`src/rtl/jednostka_skoku_pkg.sv`:
```
// Shared definitions for the branch unit: jump-type codes, flag bit
// positions inside the {N,C,V,Z} flag word and the RUN/FLUSH state type.
package jednostka_skoku_pkg;

  localparam logic [3:0] SK_NONE = 4'd0;
  localparam logic [3:0] SK_JMP  = 4'd1;
  localparam logic [3:0] SK_JZ   = 4'd2;
  localparam logic [3:0] SK_JNZ  = 4'd3;
  localparam logic [3:0] SK_JC   = 4'd4;
  localparam logic [3:0] SK_JNC  = 4'd5;
  localparam logic [3:0] SK_JN   = 4'd6;
  localparam logic [3:0] SK_JNN  = 4'd7;
  localparam logic [3:0] SK_JV   = 4'd8;
  localparam logic [3:0] SK_JNV  = 4'd9;
  localparam logic [3:0] SK_CALL = 4'd10;
  localparam logic [3:0] SK_RET  = 4'd11;

  // flag word layout is {N,C,V,Z}
  localparam int FL_Z = 0;
  localparam int FL_V = 1;
  localparam int FL_C = 2;
  localparam int FL_N = 3;

  typedef enum logic {
    ST_RUN   = 1'b0,
    ST_FLUSH = 1'b1
  } stan_e;

endpackage

```
`src/rtl/jednostka_skoku_if.sv`:
```
// Bus between decoder/ALU and the branch unit.
//   master: drives en, rodzaj_skoku, cel, flagi_alu, flagi_we;
//           receives pc, skok, flush, stos_blad
//   slave : the branch unit side
interface jednostka_skoku_if #(
  parameter int ADDR_W = 8
);
  logic              en;
  logic [3:0]        rodzaj_skoku;
  logic [ADDR_W-1:0] cel;
  logic [3:0]        flagi_alu;
  logic              flagi_we;
  logic [ADDR_W-1:0] pc;
  logic              skok;
  logic              flush;
  logic              stos_blad;

  modport master (
    output en, rodzaj_skoku, cel, flagi_alu, flagi_we,
    input  pc, skok, flush, stos_blad
  );

  modport slave (
    input  en, rodzaj_skoku, cel, flagi_alu, flagi_we,
    output pc, skok, flush, stos_blad
  );
endinterface

```
`src/rtl/jednostka_skoku_stos_powrotu.sv`:
```
// Return-address stack (LIFO).
//   clk, rst : clock, async active-high reset
//   push/din : push din when not full (ignored when full)
//   pop      : drop top entry when not empty
//   top      : current top entry (0 when empty)
//   pelny    : full, pusty : empty
// The caller never asserts push and pop together.
module stos_powrotu #(
  parameter int ADDR_W    = 8,
  parameter int RAS_DEPTH = 4
) (
  input  logic              clk,
  input  logic              rst,
  input  logic              push,
  input  logic              pop,
  input  logic [ADDR_W-1:0] din,
  output logic [ADDR_W-1:0] top,
  output logic              pelny,
  output logic              pusty
);
  localparam int SP_W = $clog2(RAS_DEPTH + 1);

  logic [SP_W-1:0]                   sp_q, sp_d;
  logic [RAS_DEPTH-1:0][ADDR_W-1:0]  mem_q, mem_d;

  assign pusty = (sp_q == '0);
  assign pelny = (sp_q == SP_W'(RAS_DEPTH));

  always_comb begin
    mem_d = mem_q;
    sp_d  = sp_q;
    top   = '0;
    // sp points one past the top entry
    for (int i = 0; i < RAS_DEPTH; i++) begin
      if (sp_q == SP_W'(i + 1)) top = mem_q[i];
    end
    if (push && !pelny) begin
      for (int i = 0; i < RAS_DEPTH; i++) begin
        if (sp_q == SP_W'(i)) mem_d[i] = din;
      end
      sp_d = sp_q + SP_W'(1);
    end else if (pop && !pusty) begin
      sp_d = sp_q - SP_W'(1);
    end
  end

  always_ff @(posedge clk or posedge rst) begin
    if (rst) begin
      sp_q  <= '0;
      mem_q <= '0;
    end else begin
      sp_q  <= sp_d;
      mem_q <= mem_d;
    end
  end
endmodule

```
`src/rtl/jednostka_skoku.sv`:
```
// Branch unit: owns PC, the registered ALU flags and a return-address stack.
//   clk, rst : clock, async active-high reset
//   bus      : slave side of jednostka_skoku_if
//              (en, rodzaj_skoku, cel, flagi_alu, flagi_we in;
//               pc, skok, flush, stos_blad out)
// A taken jump raises flush for FLUSH_CYCLES cycles starting on the next
// edge; during that window the pc holds and decode requests are ignored.
module jednostka_skoku
  import jednostka_skoku_pkg::*;
#(
  parameter int ADDR_W       = 8,
  parameter int RAS_DEPTH    = 4,
  parameter int FLUSH_CYCLES = 1
) (
  input  logic              clk,
  input  logic              rst,
  jednostka_skoku_if.slave  bus
);
  localparam int CNT_W = (FLUSH_CYCLES > 1) ? $clog2(FLUSH_CYCLES) : 1;
  localparam logic [CNT_W-1:0] CNT_INIT =
    CNT_W'((FLUSH_CYCLES > 0) ? FLUSH_CYCLES - 1 : 0);
  localparam logic [ADDR_W-1:0] JEDEN = ADDR_W'(1);

  stan_e             state_q, state_d;
  logic [CNT_W-1:0]  cnt_q, cnt_d;
  logic [ADDR_W-1:0] pc_q, pc_d;
  logic [3:0]        flagi_q, flagi_d;
  logic              flush_q, flush_d;
  logic              blad_q, blad_d;

  logic              skok, wydaj, is_call, is_ret, push, pop;
  logic [ADDR_W-1:0] top;
  logic              pelny, pusty;

  // RET's stack check is applied outside; here it counts as "true".
  function automatic logic warunek(input logic [3:0] kod, input logic [3:0] fl);
    case (kod)
      SK_JMP, SK_CALL, SK_RET: warunek = 1'b1;
      SK_JZ:  warunek =  fl[FL_Z];
      SK_JNZ: warunek = !fl[FL_Z];
      SK_JC:  warunek =  fl[FL_C];
      SK_JNC: warunek = !fl[FL_C];
      SK_JN:  warunek =  fl[FL_N];
      SK_JNN: warunek = !fl[FL_N];
      SK_JV:  warunek =  fl[FL_V];
      SK_JNV: warunek = !fl[FL_V];
      default: warunek = 1'b0;
    endcase
  endfunction

  stos_powrotu #(.ADDR_W(ADDR_W), .RAS_DEPTH(RAS_DEPTH)) u_stos (
    .clk   (clk),
    .rst   (rst),
    .push  (push),
    .pop   (pop),
    .din   (pc_q + JEDEN),
    .top   (top),
    .pelny (pelny),
    .pusty (pusty)
  );

  always_comb begin
    // the next flag value doubles as the bypassed evaluation source
    flagi_d = bus.flagi_we ? bus.flagi_alu : flagi_q;
    wydaj   = bus.en && (state_q == ST_RUN);
    is_call = (bus.rodzaj_skoku == SK_CALL);
    is_ret  = (bus.rodzaj_skoku == SK_RET);
    skok    = wydaj && warunek(bus.rodzaj_skoku, flagi_d) && !(is_ret && pusty);
    // CALL is always taken; a full stack just drops the push
    push    = wydaj && is_call;
    pop     = skok && is_ret;
    blad_d  = blad_q || (push && pelny) || (wydaj && is_ret && pusty);

    pc_d = pc_q;
    if (wydaj) pc_d = skok ? (is_ret ? top : bus.cel) : pc_q + JEDEN;

    state_d = state_q;
    cnt_d   = cnt_q;
    flush_d = 1'b0;
    case (state_q)
      ST_RUN: begin
        if (skok && FLUSH_CYCLES > 0) begin
          state_d = ST_FLUSH;
          cnt_d   = CNT_INIT;
          flush_d = 1'b1;
        end
      end
      ST_FLUSH: begin
        if (cnt_q == '0) begin
          state_d = ST_RUN;
        end else begin
          cnt_d   = cnt_q - CNT_W'(1);
          flush_d = 1'b1;
        end
      end
      default: state_d = ST_RUN;
    endcase
  end

  always_ff @(posedge clk or posedge rst) begin
    if (rst) begin
      state_q <= ST_RUN;
      cnt_q   <= '0;
      pc_q    <= '0;
      flagi_q <= '0;
      flush_q <= 1'b0;
      blad_q  <= 1'b0;
    end else begin
      state_q <= state_d;
      cnt_q   <= cnt_d;
      pc_q    <= pc_d;
      flagi_q <= flagi_d;
      flush_q <= flush_d;
      blad_q  <= blad_d;
    end
  end

  assign bus.pc        = pc_q;
  assign bus.skok      = skok;
  assign bus.flush     = flush_q;
  assign bus.stos_blad = blad_q;
endmodule

```
`src/flat_wrapper.sv`:
```
// flat-port wrapper written by rule: the top's interface ports become plain ports
module jednostka_skoku_flat import jednostka_skoku_pkg::*;
#(
  parameter int ADDR_W       = 8,
  parameter int RAS_DEPTH    = 4,
  parameter int FLUSH_CYCLES = 1
)
  (clk, rst, bus_en, bus_rodzaj_skoku, bus_cel, bus_flagi_alu, bus_flagi_we, bus_pc, bus_skok, bus_flush, bus_stos_blad);
  jednostka_skoku_if #(.ADDR_W(ADDR_W)) bus_i ();
  input  logic clk;
  input  logic rst;
  input wire logic [$bits(bus_i.en)-1:0] bus_en;
  input wire logic [$bits(bus_i.rodzaj_skoku)-1:0] bus_rodzaj_skoku;
  input wire logic [$bits(bus_i.cel)-1:0] bus_cel;
  input wire logic [$bits(bus_i.flagi_alu)-1:0] bus_flagi_alu;
  input wire logic [$bits(bus_i.flagi_we)-1:0] bus_flagi_we;
  output wire logic [$bits(bus_i.pc)-1:0] bus_pc;
  output wire logic [$bits(bus_i.skok)-1:0] bus_skok;
  output wire logic [$bits(bus_i.flush)-1:0] bus_flush;
  output wire logic [$bits(bus_i.stos_blad)-1:0] bus_stos_blad;
  assign bus_i.en = bus_en;
  assign bus_i.rodzaj_skoku = bus_rodzaj_skoku;
  assign bus_i.cel = bus_cel;
  assign bus_i.flagi_alu = bus_flagi_alu;
  assign bus_i.flagi_we = bus_flagi_we;
  assign bus_pc = bus_i.pc;
  assign bus_skok = bus_i.skok;
  assign bus_flush = bus_i.flush;
  assign bus_stos_blad = bus_i.stos_blad;
  jednostka_skoku #(.ADDR_W(ADDR_W), .RAS_DEPTH(RAS_DEPTH), .FLUSH_CYCLES(FLUSH_CYCLES)) u_core (.clk(clk), .rst(rst), .bus(bus_i));
endmodule
```
`config.mk`:
```
export PLATFORM = sky130hd
export DESIGN_NAME = jednostka_skoku_flat
export DESIGN_NICKNAME = d
export VERILOG_FILES = /design/src/rtl/jednostka_skoku_pkg.sv /design/src/rtl/jednostka_skoku_if.sv /design/src/rtl/jednostka_skoku_stos_powrotu.sv /design/src/rtl/jednostka_skoku.sv /design/src/flat_wrapper.sv
export SDC_FILE = /design/constraint.sdc
export NUM_CORES = 1
export LEC_CHECK = 0
export ABC_AREA = 1
export CELL_PAD_IN_SITES_DETAIL_PLACEMENT = 1
export CELL_PAD_IN_SITES_GLOBAL_PLACEMENT = 2
export CORE_UTILIZATION = 29
export DETAILED_ROUTE_END_ITERATION = 8
export PLACE_DENSITY = 0.87
export SYNTH_ARGS = -nofsm -noshare
export SYNTH_HDL_FRONTEND = slang
export SYNTH_SLANG_ARGS = --single-unit
```
`constraint.sdc`:
```
create_clock -name clk -period 1.5 [get_ports clk]
set_input_delay 0.15 -clock clk [delete_from_list [all_inputs] [get_ports clk]]
set_output_delay 0.15 -clock clk [all_outputs]
set_load 0.01 [all_outputs]
```
# Word-level counts from Yosys, hierarchy flattened
# Index checks and enable logic that the tools add are counted.
[word_totals] word_cells=74 inputBits=20 output_inout_bits=11 regBits=50
[op_classes] n_addsub=4 n_bitwise=1 n_reduce_logical=27 eq_ne=16 mux=16
[op_table] op="$mux 8" n=6
[op_table] op="$eq 4x3->1 const B" n=4
[op_table] op="$eq 4x4->1 const B" n=4
[op_table] op="$logic_and 1x1->1" n=11
[op_table] op="$pmux 1 s9" n=1
[op_table] op="$add 8x1->8 const B" n=1
[op_table] op="$eq 4x2->1 const B" n=2
[op_table] op="$reduce_and 2->1" n=4
[op_table] op="$logic_not 1->1" n=7
[op_table] op="$eq 3x2->1 const B" n=2
[op_table] op="$mux 3" n=2
[op_table] op="$eq 4x1->1 const B" n=1
[op_table] op="$mux 1" n=4
[op_table] op="$mux 4" n=1
[op_table] op="$pmux 1 s2" n=2
[op_table] op="$add 3x1->3 const B" n=1
[op_table] op="$eq 3x1->1 const B" n=1
[op_table] op="$eq 3x3->1 const B" n=1
[op_table] op="$logic_not 3->1" n=1
[op_table] op="$reduce_or 3->1" n=1
[op_table] op="$sub 3x1->3 const B" n=1
[op_table] op="$logic_or 1x1->1" n=2
[op_table] op="$ne 2x2->1 const B" n=1
[op_table] op="$reduce_bool 2->1" n=1
[op_table] op="other kinds (2)" n=2

# Depth between registers and ports, before layout
# Gate-level depths: netlist (run 1).
[depth] ltp_word=9 mapped_depth=12 depth_no_buf=12

# Hierarchy
# Synthesis (run 1) repeated with hierarchy kept, for this count alone.
[unflattened] hier_cells=406 hier_area_um2=2951.6
[by_module_without_submodules] module="stos_powrotu" area_each_um2=1805.5 n_inst=1 cells_each=237 seq_area_each_um2=875.8
[by_module_without_submodules] module="jednostka_skoku" area_each_um2=1146.1 n_inst=1 cells_each=169 seq_area_each_um2=350.3

# Worst setup path before layout (run 1)
# OpenSTA, ideal clock, no wires.
[synth_timing] kind="register to register" startpoint="register u_core.u_stos.sp_q[0]" endpoint="register u_core.pc_q[7], in the netlist u_core.bus.pc[7]" setup_slack_ns=-0.082 required_time_ns=1.376 arrival_ns=1.458 synth_period_minus_slack_ns=1.582 n_path_buf=1 path_stages_with_launch=10 setup_ns=0.124 path_cell_list="dfrtp_1 -> inv_1 -> ha_1 -> nand2_1 -> clkbuf_1 -> nand2_1 -> o21ai_0 -> nand2_1 -> nand2_1 -> nand3_1"
[synth_via] elab_chain_len=7 elab_cells_between_ends=14 classes_between="eq/ne (4); mux (6); reduce/logical (4)"
[synth_rtl] item="start, declared" line_no="jednostka_skoku_stos_powrotu.sv:23" source="logic [SP_W-1:0] sp_q, sp_d;"
[synth_rtl] item="start signal, assigned" line_no="jednostka_skoku_stos_powrotu.sv:52" source="sp_q <= sp_d;"
[synth_rtl] item="$eq 3x1->1" line_no="jednostka_skoku_stos_powrotu.sv:35" source="if (sp_q == SP_W'(i + 1)) top = mem_q[i];"
[synth_rtl] item="$mux 8 (4 in a row)" line_no="jednostka_skoku_stos_powrotu.sv:35"
[synth_rtl] item="$mux 8" line_no="jednostka_skoku.sv:75" source="if (wydaj) pc_d = skok ? (is_ret ? top : bus.cel) : pc_q + JEDEN;"
[synth_rtl] item="$mux 8 *" line_no="jednostka_skoku.sv:75"
[synth_rtl] item="end signal, assigned" line_no="jednostka_skoku.sv:111" source="pc_q <= pc_d;"
[synth_rtl] item="end, declared" line_no="jednostka_skoku.sv:26" source="logic [ADDR_W-1:0] pc_q, pc_d;"
# Mark *: on every way between the ends. The rest lies on a longest branch, timed or not.
# A chain may end at the register's enable or synchronous reset.

# Worst setup path after layout (run 1)
[layout_timing] startpoint="register u_core.u_stos.sp_q[0]" endpoint="register u_core.pc_q[6], in the netlist u_core.bus.pc[6]"
# The elaborated chain is that of the path after synthesis.

==> flow_summary_export.csv, run 1 <==
group,metric,value,unit
power,power.leakage,2.32,nW
finish,fin_nets,510,
route,vias_per_cell,4.73,
logic_synthesis,yosys_warnings,0,
finish,finalInstanceArea,0.00457,mm²
sta,max_freq,596,MHz
clock_network,tritoncts,"yes",
critical_path,r2r_start,"u_core.u_stos.sp_q[0]",
global_routing,antenna_found_initial,0,
sta,timing.final.crit_share,112,%
route,drc_errors,0,
finish,synthToLayoutAreaGrowth,60.4,%
logic_synthesis,yosys-top-cells-area,"dfrtp_1 (43%), nand2_1 (20%), inv_1 (5.5%)",
sta,setup_slack,-0.178,ns
route,wl_per_cell,15.9,µm
critical_path,start_kind,"flop",
job,max-cap-violations,0,
global_routing,grt_max_degree,50,
place,dpl.hpwl,6.15,mm
logic_synthesis,seq_area_frac_synth,43.0,%
critical_path,cp_common_cell,"nand2_1",
critical_path,cp_cell_sequence,"buf_6, ha_4, ha_4, buf_6, nand2_1, nand2_1, inv_1, nand2_1, nand2_1, nand2_1, nand2_1, nand3_1",
critical_path,cp_max_fo,6,
worst_hold_path,hold_class,"in -> async",
clock_network,cts_buffer_depth,2,
critical_path,end_kind,"flop",
clock_network,insertion_delay,0.31,ns
sta,fin_crit,1.68,ns
logic_synthesis,ys.flop_type,"dfrtp_1",
power,max-vdd-ir-drop,0.000834,V
critical_path,endpoint,"u_core.bus.pc[6]",
critical_path,setup.worst_path.start,"u_core.u_stos.sp_q[0]",
floorplan,num_rows,35,
critical_path,critPathRequiredTime,1.69,ns
floorplan,start_util,30.4,%
critical_path,regToRegSetupSlack,-0.18,ns
global_routing,gr-total-overflow,0,
clock_network,cts-htree-levels,2,
sta,max_slew.worst_pin.slew,0.414,ns
critical_path,slowest_delay,0.42,ns
critical_path,critPathArrivalTime,1.87,ns
logic_synthesis,synth_area,0.00285,mm²
logic_synthesis,syn_nets,415,
place,routabilityCongestion,0.832,
route,vias,2901,
route,ant_nets,0,
logic_synthesis,syn_area_per_cell,7.34,µm²
critical_path,cp_slowest_cell,"dfrtp_1",
floorplan,pin_count,31,
logic_synthesis,synth_edf_count,0,
sta,maxSlewHeadroom,72.4,%
critical_path,reg2regPathDepth,12,
sta,fin_skew,0.0123,ns
logic_synthesis,synth.largest_area_cell,"dfrtp_1",
sta,fin_tns_setup,-2.72,ns
sta,finalHoldViolations,0,
floorplan,dieWidth,101,µm
clock_network,path_clk_slew,0.10,ns
finish,final_layout_size_suffix_gt1_share,45.7,%
logic_synthesis,synthCells,388,
route,drt-total-wl,9.75,mm
global_routing,grt_pass1_wl,15.7,mm
logic_synthesis,yosysMostFrequentCell,"nand2_1",
clock_network,root_buffer,"clkbuf_8",
floorplan,core_area,0.00937,mm²
clock_network,numClockSinks,49,
critical_path,crit_type,"reg -> reg",
power,p_total,0.00688,W
clock_network,numCtsBuffers,5,
sta,setup_viol,41,
global_routing,grt_usage,19.8,%
logic_synthesis,netlist_top_cells_count,"nand2_1 (151), dfrtp_1 (49), inv_1 (42), o21ai_0 (28)",
finish,final_core_util,48.8,%
sta,worst_hold_slack,0.185,ns
sta,rsz0062_at_grt,"true",
logic_synthesis,synth-seq-cells,49,
logic_synthesis,async_flop_share,100,%
floorplan,die-area,0.0102,mm²
outcome,violations,"setup timing",
floorplan,die_h,101,µm
critical_path,r2r_end,"u_core.bus.pc[6]",
sta,drv_slew,0,
route,drt-pass1-iter-count,4,
power,p_per_area,1510,mW/mm²
global_routing,grt_pass1_vias,3076,
outcome,status,"complete, but fails checks",
route,drt_iter0_drc,160,
place,io_buffers,30,
place,placed_cell_area,0.00368,mm²
logic_synthesis,synth.distinct_cells,29,
finish,antenna_cells,0,
logic_synthesis,synth_top_area_share,43.0,%
finish,nFillCells,1127,
power by group:
part	total, W	leakage, nW	switching (W)	internal, W
clock network	0.00100	0.0554	0.000498	0.000502
registers	0.00213	0.609	0.000384	0.00175
logic	0.00374	1.66	0.00204	0.00170
total	0.00688	2.32	0.00292	0.00396
worst min-delay path by stage:
stage | startpoint | to | slack (ns) | cells after the start
after global routing | rst | u_core.u_stos.mem_q[15] | 0.21 | 3
final | rst | u_core.u_stos.mem_q[15] | 0.19 | 3
after global placement | u_core.u_stos.mem_q[29] | u_core.u_stos.mem_q[29] | 0.47 | 2
after detailed placement | u_core.u_stos.mem_q[31] | u_core.u_stos.mem_q[31] | 0.47 | 2
after CTS | rst | u_core.bus.pc[6] | 0.21 | 3
after floorplan | bus_flagi_alu[1] | u_core.flagi_q[1] | 0.29 | 2
per-layer routing:
metal	vias to the layer above	track usage, %	wire length, µm
li1	1401	-	-
met5	-	0	0
met1	1433	26.3	4410
met4	0	5.80	202
met2	50	33.9	4890
met3	17	2.36	249
stage by stage:
| stage | instances | setup slack (ns) |
|---|---|---|
| after global placement | 587 | -0.561 |
| after CTS | 606 | -0.161 |
| after detailed placement | 587 | -0.581 |
| final | 613 | -0.178 |
| after global routing | 613 | -0.274 |
| after floorplan | 388 | 0.0119 |
cells by family (layout without fill, tap and decap cells):
| logic type | Yosys count | in the layout | synth area share, % |
|---|---|---|---|
| simple gates | 211 | 211 | 32.1 |
| buf+inv | 59 | 155 | 8.52 |
| compound gates | 54 | 54 | 10.8 |
| flops | 49 | 49 | 43.0 |
| xor+xnor | 8 | 8 | 2.46 |
| fa+ha+maj | 7 | 7 | 3.07 |
registers in the layout, summed over array words and instances, names as in the netlist:
register and count:
u_core.u_stos.mem_q 32, u_core.bus.pc 8, u_core.flagi_q 4, u_core.u_stos.sp_q 3, u_core.bus.stos_blad 1, u_core.state_q 1
layout make-up:
| cell class | instances | area, µm² | area share (%) |
|---|---|---|---|
| repair buffers | 95 | 952 | 20.8 |
| clock buffers | 6 | 72.6 | 1.59 |
| flip-flops and latches | 49 | 1230 | 26.9 |
| multi-input cells | 280 | 1890 | 41.5 |
| inverters | 51 | 215 | 4.71 |
| well taps | 129 | 161 | 3.53 |
| repair inverters | 1 | 6.26 | 0.137 |
| clock inverters | 2 | 38.8 | 0.849 |
placed cells by master, fill, tap and decap left out, drive strengths merged:
master and n:
clkinv 1, dlygate4sd2 7, clkdlybuf4s50 20, clkbuf 7
dlymetal6s2s 1, nor2 26, nand3 25, ha 7
o21ai 45, a221o 1, nand2 155, buf 66
nor3 2, bufinv 1, nand4 1, xnor2 4
xor2 4, o21a 1, or2 2, a21oi 7
clkinvlp 1, inv 51, dfrtp 49
timing repair:
action	CTS	global route
setup buffers	11	8
endpoints found under the setup margin	48	48
cloned	3	1
pin swaps	38	32
hold buffers	0	0
gates resized for setup	100	116
critical path: cells and delay by family (launching register included):
family	cells	cell delay (ns)
adders and majority gates	2	0.34
buffers and inverters	3	0.33
DFF	1	0.42
and+or+nand+nor	7	0.46
Note: power is estimated with default switching activity, not from simulation.
==> run 2, diff against run 1 <==
- CORE_ASPECT_RATIO: not set -> 1.75
- CTS_CLUSTER_DIAMETER: not set -> 120
- GPL_TIMING_DRIVEN: not set -> 0
==> run 2 against run 1 <==
Net effect:
- count of clock-buffer cells in the layout shrank 1
- clock skew shrank 0.0035 ns
- global-route usage grew 0.63 points
- total power shrank 0.89%
- largest cell class unchanged
- the flow still finishes with violations (setup timing)
==> flow_summary_export.csv, run 2 (synthesis results as in run 1) <==
group,metric,value,unit
global_routing,grt_max_degree,27,
floorplan,num_rows,47,
clock_network,cts-htree-levels,2,
sta,drv_slew,0,
power,p_total,0.00682,W
sta,timing.final.crit_share,112,%
global_routing,grt_pass1_vias,3084,
sta,maxSlewHeadroom,60.3,%
floorplan,dieWidth,76.9,µm
power,intPower,0.00399,W
sta,max_freq,593,MHz
route,vias,2796,
power,clockPowerShare,19.3,%
power,seqPwrFrac,31.3,%
critical_path,critPathArrivalTime,1.54,ns
clock_network,numCtsBuffers,5,
finish,largest_reg_flops,32,
place,io_buffers,29,
place,routabilityCongestion,0.803,
sta,fin_crit,1.69,ns
place,placed_cell_area,0.00332,mm²
finish,final_layout_size_suffix_gt1_share,38.3,%
global_routing,gr-total-overflow,0,
finish,final_cell_mix,"nand2_1 (105), dfrtp_1 (45), nand2_2 (34)",
global_routing,grt_usage,20.5,%
route,drc_errors,0,
power,power.leakage,2.17,nW
power,max-vdd-ir-drop,0.000875,V
worst_hold_path,hold_class,"in -> reg",
critical_path,cp_slowest_cell,"dfrtp_1",
route,vias_per_cell,4.79,
finish,layout.cells.non_filler,584,
critical_path,path_delay_family,"simple AND/OR/NAND/NOR gates",
outcome,status,"complete, but fails checks",
clock_network,numClockSinks,49,
floorplan,die_h,133,µm
critical_path,slowest_delay,0.39,ns
finish,synthToLayoutAreaGrowth,51.7,%
route,ant_nets,0,
job,max-cap-violations,0,
clock_network,cts_buffer_depth,2,
outcome,violations,"setup timing",
power,power_frac_comb,49.4,%
sta,max_slew.worst_pin.slew,0.595,ns
sta,setup_viol,43,
place,dp.cells,540,
finish,finalInstanceArea,0.00432,mm²
critical_path,setup.worst_path.start,"u_core.u_stos.sp_q[0]",
critical_path,critPathRequiredTime,1.35,ns
clock_network,path_clk_slew,0.07,ns
critical_path,cp_max_fo,3,
clock_network,root_buffer,"clkbuf_16",
finish,largest_register,"u_core.u_stos.mem_q",
floorplan,core_area,0.00953,mm²
clock_network,tritoncts,"yes",
sta,finalHoldViolations,0,
critical_path,cp_cell_sequence,"inv_2, ha_4, nand2_4, nor2_4, nor3_4, nand2_4, clkinv_4, buf_6",
route,drt-total-wl,9.83,mm
critical_path,crit_buf_inv,3,
route,drt_iter0_drc,73,
sta,rsz0062_at_grt,"true",
global_routing,grt_pass1_wl,15.8,mm
critical_path,end_kind,"primary output",
worst_hold_path,min_from,"bus_flagi_we",
finish,fin_nets,489,
power,netSwitchingFraction,41.5,%
route,drt-pass1-iter-count,4,
critical_path,crit_type,"reg -> out",
finish,antenna_cells,0,
sta,setup_slack,-0.185,ns
floorplan,start_util,29.9,%
global_routing,antenna_found_initial,0,
floorplan,die-area,0.0102,mm²
critical_path,r2r_start,"u_core.u_stos.sp_q[0]",
finish,mostFrequentLayoutCell,"nand2_1",
route,wl_per_cell,16.8,µm
critical_path,cp_common_cell,"nand2_4",
power,p_per_area,1580,mW/mm²
sta,fin_skew,0.00876,ns
floorplan,pin_count,31,
power,p_switching,0.00283,W
critical_path,start_kind,"flop",
clock_network,insertion_delay,0.30,ns
place,dpl.hpwl,6.39,mm
run 2: cell count changes in the layout (fill, tap and decap cells not counted), moves of 5 or more:
| cell | delta |
|---|---|
| nand2_4 | -7 |
| clkbuf_8 | -5 |
| nand2_2 | -6 |
| nand2_1 | +13 |
| buf_4 | -21 |
| o21ai_2 | -9 |
| o21ai_0 | +5 |
run 2: final cells by class:
cell class	instances	area [µm²]
Clock buffer	5	125
Buffer	8	92.6
Fill cell	1158	5200
Sequential cell	49	1230
Timing Repair Buffer	65	649
Tap cell	122	153
Inverter	51	225
Timing Repair inverter	2	12.5
Multi-Input combinational cell	280	1800
Clock inverter	2	35.0
run 2: per-layer routing:
metal  wire (µm)  track usage [%]  vias up
met1        3580             20.5     1385
met5           0                0        -
met2        5550             39.0       37
met4         520             12.2        0
li1            -                -     1352
met3         174             2.88       22
run 2: stage by stage:
step	setup slack, ns	util [%]	hold slack [ns]	TNS [ns]
floorplan	0.0119	-	0.293	0
global placement	-0.984	34.6	0.446	-66.24
detailed placement	-0.792	34.8	0.460	-18.80
CTS	-0.188	42.4	0.142	-2.90
global route	-0.266	45.4	0.158	-7.11
finish	-0.185	45.4	0.143	-3.37
run 2: final timing paths:
| kind | cells after the start | slack [ns] | end |
|---|---|---|---|
| hold reg to reg | 2 | 0.49 | u_core.u_stos.mem_q[3] |
| max in group asynchronous | 3 | 0.68 | u_core.bus.pc[4] |
| setup / recovery | 8 | -0.19 | bus_skok |
| min in group asynchronous | 2 | 0.24 | u_core.u_stos.mem_q[8] |
| hold / removal | 2 | 0.14 | u_core.flagi_q[2] |
| setup reg to reg | 10 | -0.15 | u_core.bus.pc[0] |
run 2: power groups by stage:
stage,Clock [W],Combinational (W),Sequential [W]
finish,0.00131,0.00337,0.00213
CTS,0.00133,0.00298,0.00209
global placement,0,0.00211,0.00208
global route,0.00137,0.00366,0.00219
detailed placement,0,0.00217,0.00209
floorplan,0,0.00132,0.00206
run 2: timing repair:
item / in CTS / in global routing
gates resized for setup: 116 / 75
setup endpoints to repair: 48 / 47
gates cloned: 5 / 1
hold buffers: 0 / 0
pin swaps: 26 / 37
buffers inserted: 22 / 10
